`src/rtl/mem_arb_pkg.sv`:
```
// Shared types for the instruction/data memory port arbiter.
package mem_arb_pkg;

  typedef enum logic [1:0] {
    IDLE   = 2'd0,
    I_BUSY = 2'd1,
    D_BUSY = 2'd2
  } arb_state_t;

endpackage

```
`src/rtl/mem_port_arbiter.sv`:
```
// Single-outstanding arbiter sharing one memory port between instruction fetch and data access.
// Data wins by default; fetch is forced through after MAX_DMEM_BURST data grants while it waits.
module mem_port_arbiter
  import mem_arb_pkg::*;
#(
  parameter int ADDR_W         = 32,
  parameter int DATA_W         = 32,
  parameter int MAX_DMEM_BURST = 4
) (
  input  logic                clk,
  input  logic                rst,

  input  logic                imem_req,
  input  logic [ADDR_W-1:0]   imem_addr,
  output logic [DATA_W-1:0]   imem_rdata,
  output logic                imem_resp,

  input  logic                dmem_req,
  input  logic                dmem_write,
  input  logic [DATA_W/8-1:0] dmem_wmask,
  input  logic [ADDR_W-1:0]   dmem_addr,
  input  logic [DATA_W-1:0]   dmem_wdata,
  output logic [DATA_W-1:0]   dmem_rdata,
  output logic                dmem_resp,

  output logic [ADDR_W-1:0]   mem_addr,
  output logic                mem_read,
  output logic                mem_write,
  output logic [DATA_W/8-1:0] mem_wmask,
  output logic [DATA_W-1:0]   mem_wdata,
  input  logic [DATA_W-1:0]   mem_rdata,
  input  logic                mem_resp
);

  localparam int MASK_W = DATA_W / 8;
  localparam int CNT_W  = $clog2(MAX_DMEM_BURST + 1);
  localparam logic [CNT_W-1:0] CNT_MAX = CNT_W'(MAX_DMEM_BURST);

  arb_state_t       state;
  logic [CNT_W-1:0] burst_cnt;

  logic fetch_starved;
  logic grant_d;
  logic grant_i;

  // Only meaningful in IDLE; the FSM ignores them in the busy states.
  assign fetch_starved = imem_req && (burst_cnt == CNT_MAX);
  assign grant_d       = dmem_req && !fetch_starved;
  assign grant_i       = imem_req && !grant_d;

  // Completion is routed straight from the memory so the CPU stall releases in the same cycle.
  assign imem_resp  = (state == I_BUSY) && mem_resp;
  assign dmem_resp  = (state == D_BUSY) && mem_resp;
  assign imem_rdata = mem_rdata;
  assign dmem_rdata = mem_rdata;

  always_ff @(posedge clk) begin
    if (rst) begin
      state     <= IDLE;
      burst_cnt <= '0;
      mem_addr  <= '0;
      mem_read  <= 1'b0;
      mem_write <= 1'b0;
      mem_wmask <= '0;
      mem_wdata <= '0;
    end else begin
      case (state)
        IDLE: begin
          if (grant_d) begin
            state     <= D_BUSY;
            mem_addr  <= dmem_addr;
            mem_wdata <= dmem_wdata;
            mem_wmask <= dmem_write ? dmem_wmask : MASK_W'(0);
            mem_write <= dmem_write;
            mem_read  <= !dmem_write;
            // Count only data grants that made a waiting fetch wait longer.
            if (imem_req) begin
              burst_cnt <= (burst_cnt == CNT_MAX) ? burst_cnt : burst_cnt + CNT_W'(1);
            end else begin
              burst_cnt <= '0;
            end
          end else if (grant_i) begin
            state     <= I_BUSY;
            mem_addr  <= imem_addr;
            mem_wdata <= '0;
            mem_wmask <= '0;
            mem_write <= 1'b0;
            mem_read  <= 1'b1;
            burst_cnt <= '0;
          end else begin
            burst_cnt <= '0;
          end
        end

        I_BUSY, D_BUSY: begin
          if (mem_resp) begin
            state     <= IDLE;
            mem_read  <= 1'b0;
            mem_write <= 1'b0;
          end
        end

        default: begin
          state     <= IDLE;
          mem_read  <= 1'b0;
          mem_write <= 1'b0;
        end
      endcase
    end
  end

endmodule

```
`config.mk`:
```
export PLATFORM = sky130hd
export DESIGN_NAME = mem_port_arbiter
export DESIGN_NICKNAME = d
export VERILOG_FILES = /design/src/rtl/mem_arb_pkg.sv /design/src/rtl/mem_port_arbiter.sv
export SDC_FILE = /design/constraint.sdc
export NUM_CORES = 1
export LEC_CHECK = 0
export ABC_CLOCK_PERIOD_IN_PS = 1350
export CAP_MARGIN = 20
export CORE_MARGIN = 2
export CORE_UTILIZATION = 31
export DETAILED_ROUTE_END_ITERATION = 16
export PLACE_DENSITY = 0.79
export SLEW_MARGIN = 20
export SYNTH_ARGS = -nofsm -noshare
export SYNTH_HDL_FRONTEND = slang
export SYNTH_SLANG_ARGS = --single-unit
```
`constraint.sdc`:
```
create_clock -name clk -period 1.35 [get_ports clk]
set_input_delay 0.135 -clock clk [delete_from_list [all_inputs] [get_ports clk]]
set_output_delay 0.135 -clock clk [all_outputs]
set_load 0.02 [all_outputs]
```
### Word-level counts from Yosys, hierarchy flattened

Index checks and enable logic that the tools add are counted.

* add/sub/neg operators: 1
* eq/ne operators: 6
* muxes and demuxes: 21
* reduce and logical (&&, ||, !) cells: 14

Operators with widths (number)
* $mux 32: 4
* $mux 4: 3
* $mux 3: 3
* $mux 2: 3
* $ne 3x3->1 const B: 2
* $reduce_and 2->1: 3
* $logic_and 1x1->1: 5
* $mux 1: 5
* $pmux 1 s2: 2
* $pmux 2 s2: 1
* $add 3x1->3 const B: 1
* $eq 3x3->1 const B: 1
* $logic_not 1->1: 3
* $eq 2x1->1 const B: 1
* $eq 2x2->1 const B: 1
* $logic_not 2->1: 1
* $ne 2x2->1 const B: 1
* $reduce_bool 2->1: 1
* $reduce_or 2->1: 1

* register bits after elaboration: 75
* bits of input ports: 138
* output and inout bits: 136
* logic and storage cells: 49

### Longest topological paths before layout

Gate-level depths: netlist of the first run.

* word-level depth: 9
* gate-level depth with buffers: 7
* mapped depth without buffers: 5

### Worst setup path before layout of the first run

OpenSTA, ideal clock, no wires.

* path type: register to register
* from: register burst_cnt[0]
* to: register mem_addr[21]
* library setup time: 0.091 ns
* arrival time: 1.257 ns
* data required time: 1.259 ns
* slack: 0.002 ns
* cell stages (with the launch flop): 7
* buffers on the path: 1
* period minus slack after synthesis: 1.348 ns
* cell sequence: dfxtp_1 inv_1 ha_1 nand3_2 buf_2 nand3_1 a311oi_1

* longest elaborated chain between the ends: 8
* elaborated cells on any way between the ends: 9
* those cells by class: 1 x eq/ne; 1 x mux; 7 x reduce/logical

RTL lines
* start: declaration: RTL line mem_port_arbiter.sv:40 `logic [CNT_W-1:0] burst_cnt;`
* start signal: assignment: RTL line mem_port_arbiter.sv:78 `burst_cnt <= (burst_cnt == CNT_MAX) ? burst_cnt : burst_cnt + CNT_W'(1);`
* $eq 3x3->1 (*): RTL line mem_port_arbiter.sv:47 `assign fetch_starved = imem_req && (burst_cnt == CNT_MAX);`
* $logic_and 1x1->1 (*): RTL line mem_port_arbiter.sv:47
* $logic_not 1->1 (*): RTL line mem_port_arbiter.sv:48 `assign grant_d = dmem_req && !fetch_starved;`
* $logic_and 1x1->1 (*): RTL line mem_port_arbiter.sv:48
* $logic_not 1->1: RTL line mem_port_arbiter.sv:49 `assign grant_i = imem_req && !grant_d;`
* $logic_and 1x1->1: RTL line mem_port_arbiter.sv:49
* $reduce_bool 2->1 (no source line)
* $reduce_and 2->1 (no source line)
* end signal: assignment: RTL line mem_port_arbiter.sv:71 `mem_addr <= dmem_addr;`
* end signal: assignment: RTL line mem_port_arbiter.sv:84 `mem_addr <= imem_addr;`
* end: declaration: RTL line mem_port_arbiter.sv:26 `output logic [ADDR_W-1:0] mem_addr,`

Mark *: on every way between the ends. The rest lies on a longest branch, timed or not.
A chain may end at the register's enable or synchronous reset.

### Worst setup path in the final report of the first run

* from: register burst_cnt[1]
* to: register mem_addr[31]

The elaborated chain is that of the path after synthesis.

==> results.cfg, run 1 <==
[pwr]
p_per_area_mw_per_mm2 = 1180
cellLeakagePower_nw = 2.54
total_power_mw = 7.22
ir_drop_uv = 788

[synthesis]
synth_top_family_by_area = simple AND/OR/NAND/NOR gates
seq_area_frac_synth = 0.399
synth_area_leaders = dfxtp_1, buf_4, a311oi_1
netlist_area_sq_mm = 0.00377
yosys_warnings = 0
synth_cell_types = 29
synthXorXnorAreaFrac = 0
synth_mux_area_frac = 0
syn_inst = 465
synth_compound_area_frac = 0.189
synthAdderAreaFrac = 0.0166
yosysTopAreaCell = dfxtp_1
synth.avg_cell_area_sq_um = 8.10
synth.top_cell.area_share = 0.399
synth_seq_cells = 75
yosys.area_share.simple = 0.201
syn_nets = 608

[timing]
skew_ps = 8.07
finalWorstSetupSlack_ps = -84.7
timing.hold.ws_ps = 248
period_share = 1.06
period_minus_slack_ps = 1430
finalSetupViolCount = 26
grt_setup_unrepaired = yes
drv_slew = 0
tightestPinTransition_ps = 409
finalHoldViolations = 0
fmax_mhz = 697
fin_tns_setup_ps = -565
relSlewSlack = 0.728

[run_status]
status = finished with violations
violations = negative setup slack

[global_routing]
grt_usage = 0.194
grt_start_max_net_pins = 76
grt_pass1_wl_um = 20100
grt-ovfl-total = 0
antenna_found_initial = 0
grt_pass1_vias = 3953

[clock_tree]
clkLatencyLatePin_ps = 330
cts_tree = yes
numCtsBuffers = 9
path_clk_slew_ps = 60
clockBufferDepth = 2
clock_sinks = 75
clockRootBuffer = clkbuf_16
hold_buffers = 0
cts-htree-levels = 3

[route]
drc = 0
wl_per_cell_um = 18.1
dr.pass1.iters = 7
vias = 4002
drt-initial-drc-count = 470
ant_nets = 0
avgViaCountPerCell = 5.41
wirelength_um = 13400

[placement]
place_area_sq_mm = 0.00533
port_buffers = 177
place_congestion = 0.844
dp_slack_ps = -312
dp_hpwl_um = 8500
placed_cells = 707

[finish]
postLayoutCoreUtil = 0.512
layout.cells.most_common_list = clkdlybuf4s50_1, dfxtp_1, dlygate4sd2_1, a21oi_1, nand4_1
nNetsFinal = 731
syn_to_final_growth_pct = 62.5
layout-drive-gt1-share = 0.180
antennaDiodeCount = 0
final_cells = 740
layout_commonest_cell = clkdlybuf4s50_1
design_area_sq_mm = 0.00612

[run]
drv_cap = 0

[worst_setup_path]
r2r_setup_slack_ps = -80
cp_max_fo = 21
worstRegToRegCells = 6
cp-end-kind = register
arrival_ps = 1660
start_kind = register
critical_path_class = register to register
cp.required_ps = 1580

[die]
io_pins = 274
die_h_um = 114
core_sq_mm = 0.0120
chipWidth_um = 114
fp-row-count = 40
dieArea_sq_mm = 0.0131
start_util = 0.315

[worst_hold_path]
worstHoldPathCells = 3
hp-class = primary input to register
[cell families (layout without fill, tap and decap cells)]
family	after synthesis	after routing
DFF	75	75
and+or+nand+nor	153	153
adders and majority gates	5	5
AOI/OAI and AO/OA	116	116
buffers and inverters	116	244
[synth_stat cells]
library cell	number
o211ai_1	1
nand2b_1	1
a311oi_1	32
ha_1	5
nor2_1	32
o21a_1	1
o21ai_2	1
o21ai_0	34
nand4_1	40
and2_0	1
nand4b_1	1
buf_4	74
buf_1	2
buf_2	14
a211o_1	1
nor4bb_1	1
a21oi_1	43
nand2_1	38
clkbuf_2	1
o21ai_1	3
inv_1	6
and3_4	1
nor2b_1	1
dfxtp_1	75
nand3_2	1
and2_1	3
nor3b_1	1
clkbuf_1	19
nand3_1	32
[what timing repair did]
item | CTS | global route
gates cloned | 6 | 2
endpoints found under the hold margin | 0 | 0
endpoints found under the setup margin | 135 | 64
pin swaps | 31 | 20
gates resized for setup | 131 | 35
buffers inserted | 9 | 2
[cell type report]
type / instances / area, sq um
fill: 1079 / 5840
timing repair buffer: 222 / 2340
multi-input combinational: 274 / 1750
sequential: 75 / 1510
clock buffer: 12 / 246
tap: 147 / 184
clock inverter: 4 / 73.8
inverter: 6 / 22.5
[critical path, cell delays in order (launching register included)]
cell      delay, ps
dfxtp_2         320
inv_2            60
ha_4            150
and3_4          220
buf_12          160
o21ai_0         110
a311oi_2        300
[sequential cells by signal, indices dropped and copies added, names as in the netlist]
register / count
burst_cnt: 3
mem_write: 1
mem_read: 1
mem_addr: 32
mem_wmask: 4
mem_wdata: 32
state: 2
[routing by layer]
layer | vias to the layer above | part of all wire | global-route usage
li1 | 1856 | - | -
met1 | 1893 | 0.40 | 0.237
met2 | 207 | 0.48 | 0.318
met3 | 46 | 0.083 | 0.0418
met4 | 0 | 0.033 | 0.110
met5 | - | 0 | 0
[power by group]
group          internal, mW  switching, mW  leakage [nW]
clock network          1.67          0.919         0.157
logic                  1.02           1.06          1.76
registers              2.43          0.113         0.620
[final timing paths]
| path | from | end |
|---|---|---|
| worst min-delay path | dmem_req | burst_cnt[0] |
| worst min register to register | mem_wdata[18] | mem_wdata[18] |
| worst max register to register | burst_cnt[1] | mem_addr[31] |
| worst max-delay path | burst_cnt[1] | mem_addr[31] |
Power figures use the tool's default switching activity.
==> run 2, diff against run 1 <==
- CTS_CLUSTER_DIAMETER: unset -> 120
==> results of run 2 <==
Final layout, timing and power as in run 1 (identical DEF).
==> run 3, diff against run 2 <==
- SKIP_LAST_GASP: unset -> 1
- SLEW_MARGIN: 20 -> unset
==> results.cfg, run 3 (synthesis gave the netlist of run 1 again) <==
[die]
io_pins = 274
core_sq_mm = 0.0120
fp-row-count = 40
chipWidth_um = 114
dieArea_sq_mm = 0.0131
start_util = 0.315
die_h_um = 114

[finish]
layout_commonest_cell = clkdlybuf4s50_1
layout-drive-gt1-share = 0.167
seqCellArea_sq_mm = 0.00151
multiInputGateArea_sq_mm = 0.00169
layout.cells.most_common_list = clkdlybuf4s50_1, dfxtp_1, dlygate4sd2_1, a21oi_1, nand4_1
design_area_sq_mm = 0.00606
syn_to_final_growth_pct = 60.8
reg.largest.list = mem_addr: 32 flops, mem_wdata: 32 flops, mem_wmask: 4 flops
fillers = 1093
antennaDiodeCount = 0
nNetsFinal = 732
postLayoutCoreUtil = 0.506

[placement]
place_congestion = 0.844
dp_hpwl_um = 8500
port_buffers = 177
place_area_sq_mm = 0.00533

[route]
drt-initial-drc-count = 445
ant_nets = 0
wl_per_cell_um = 17.7
drc = 0
wirelength_um = 13100
avgViaCountPerCell = 5.37
vias = 3980
dr.pass1.iters = 6

[worst_setup_path]
arrival_ps = 1650
start_kind = register
cp.required_ps = 1570
critical_path_class = register to register
cp_max_fo = 8
cp-end-kind = register

[timing]
tightestPinTransition_ps = 374
fin_tns_setup_ps = -648
finalWorstSetupSlack_ps = -75.4
skew_ps = 9.51
timing.hold.ws_ps = 230
relSlewSlack = 0.751
period_minus_slack_ps = 1430
finalSetupViolCount = 28
drv_slew = 0
period_share = 1.06
finalHoldViolations = 0
grt_setup_unrepaired = yes
fmax_mhz = 702

[run]
drv_cap = 0

[pwr]
pwr-share-clk = 0.361
ir_drop_uv = 790
cellLeakagePower_nw = 2.53
p_per_area_mw_per_mm2 = 1180
power.internal_mw = 5.10
total_power_mw = 7.16
power.share.sequential = 0.356
pwr-share-comb = 0.283
netSwitchingPower_mw = 2.06
swShare = 0.288

[run_status]
violations = negative setup slack
status = finished with violations

[global_routing]
grt-ovfl-total = 0
antenna_found_initial = 0
grt_start_max_net_pins = 76
grt_usage = 0.194
grt_pass1_vias = 3950
grt_pass1_wl_um = 20000

[clock_tree]
clkLatencyLatePin_ps = 330
numCtsBuffers = 9
hold_buffers = 0
path_clk_slew_ps = 60
clock_sinks = 75
clockBufferDepth = 2
clockRootBuffer = clkbuf_16
cts_tree = yes
cts-htree-levels = 3

[worst_hold_path]
hp-class = primary input to register
## run 3: worst paths after layout
check	from	endpoint	slack, ps	cells after the start
hold reg to reg	mem_wdata[18]	mem_wdata[18]	450	2
hold / removal	dmem_req	burst_cnt[1]	230	3
setup reg to reg	burst_cnt[0]	mem_addr[13]	-80	7
setup / recovery	burst_cnt[0]	mem_addr[13]	-80	7
## run 3: final cells by class
cell class                      instances  share of cell area
Tap cell                              147              0.0304
Inverter                                6             0.00372
Timing Repair Buffer                  223               0.385
Clock inverter                          4              0.0122
Multi-Input combinational cell        274               0.279
Clock buffer                           12              0.0407
Sequential cell                        75               0.249
## run 3: stage by stage
stage,setup slack [ps],std cells
CTS,-103,738
global placement,-195,707
global route,-129,741
detailed placement,-312,707
floorplan,1.68,465
finish,-75.4,741
## run 3: worst max-delay path, cell delays in order, from the launching register on
cell and delay (ps):
dfxtp_2 340, inv_2 50, ha_4 160, nand3_4 130, buf_6 130, buf_12 120, nand3_1 80, a311oi_1 310
## run 3: what timing repair did
action	in CTS	in global routing
cloned	6	2
endpoints found under the setup margin	135	64
pin swaps	28	21
buffers inserted	9	2
gates resized for setup	123	16
## run 3: power groups by stage
stage | clock, mW | combinational, mW | sequential (mW)
after floorplan | 0 | 0.915 | 2.84
after global placement | 0 | 1.81 | 2.59
after detailed placement | 0 | 1.85 | 2.60
after CTS | 2.63 | 1.96 | 2.54
after global routing | 2.74 | 2.16 | 2.57
final | 2.58 | 2.03 | 2.55
## run 3: per-layer routing
layer / wire length (um) / vias up / GRT usage
li1: - / 1853 / -
met1: 5210 / 1869 / 0.234
met2: 6370 / 212 / 0.316
met3: 1070 / 46 / 0.0434
met4: 487 / 0 / 0.112
met5: 0 / - / 0
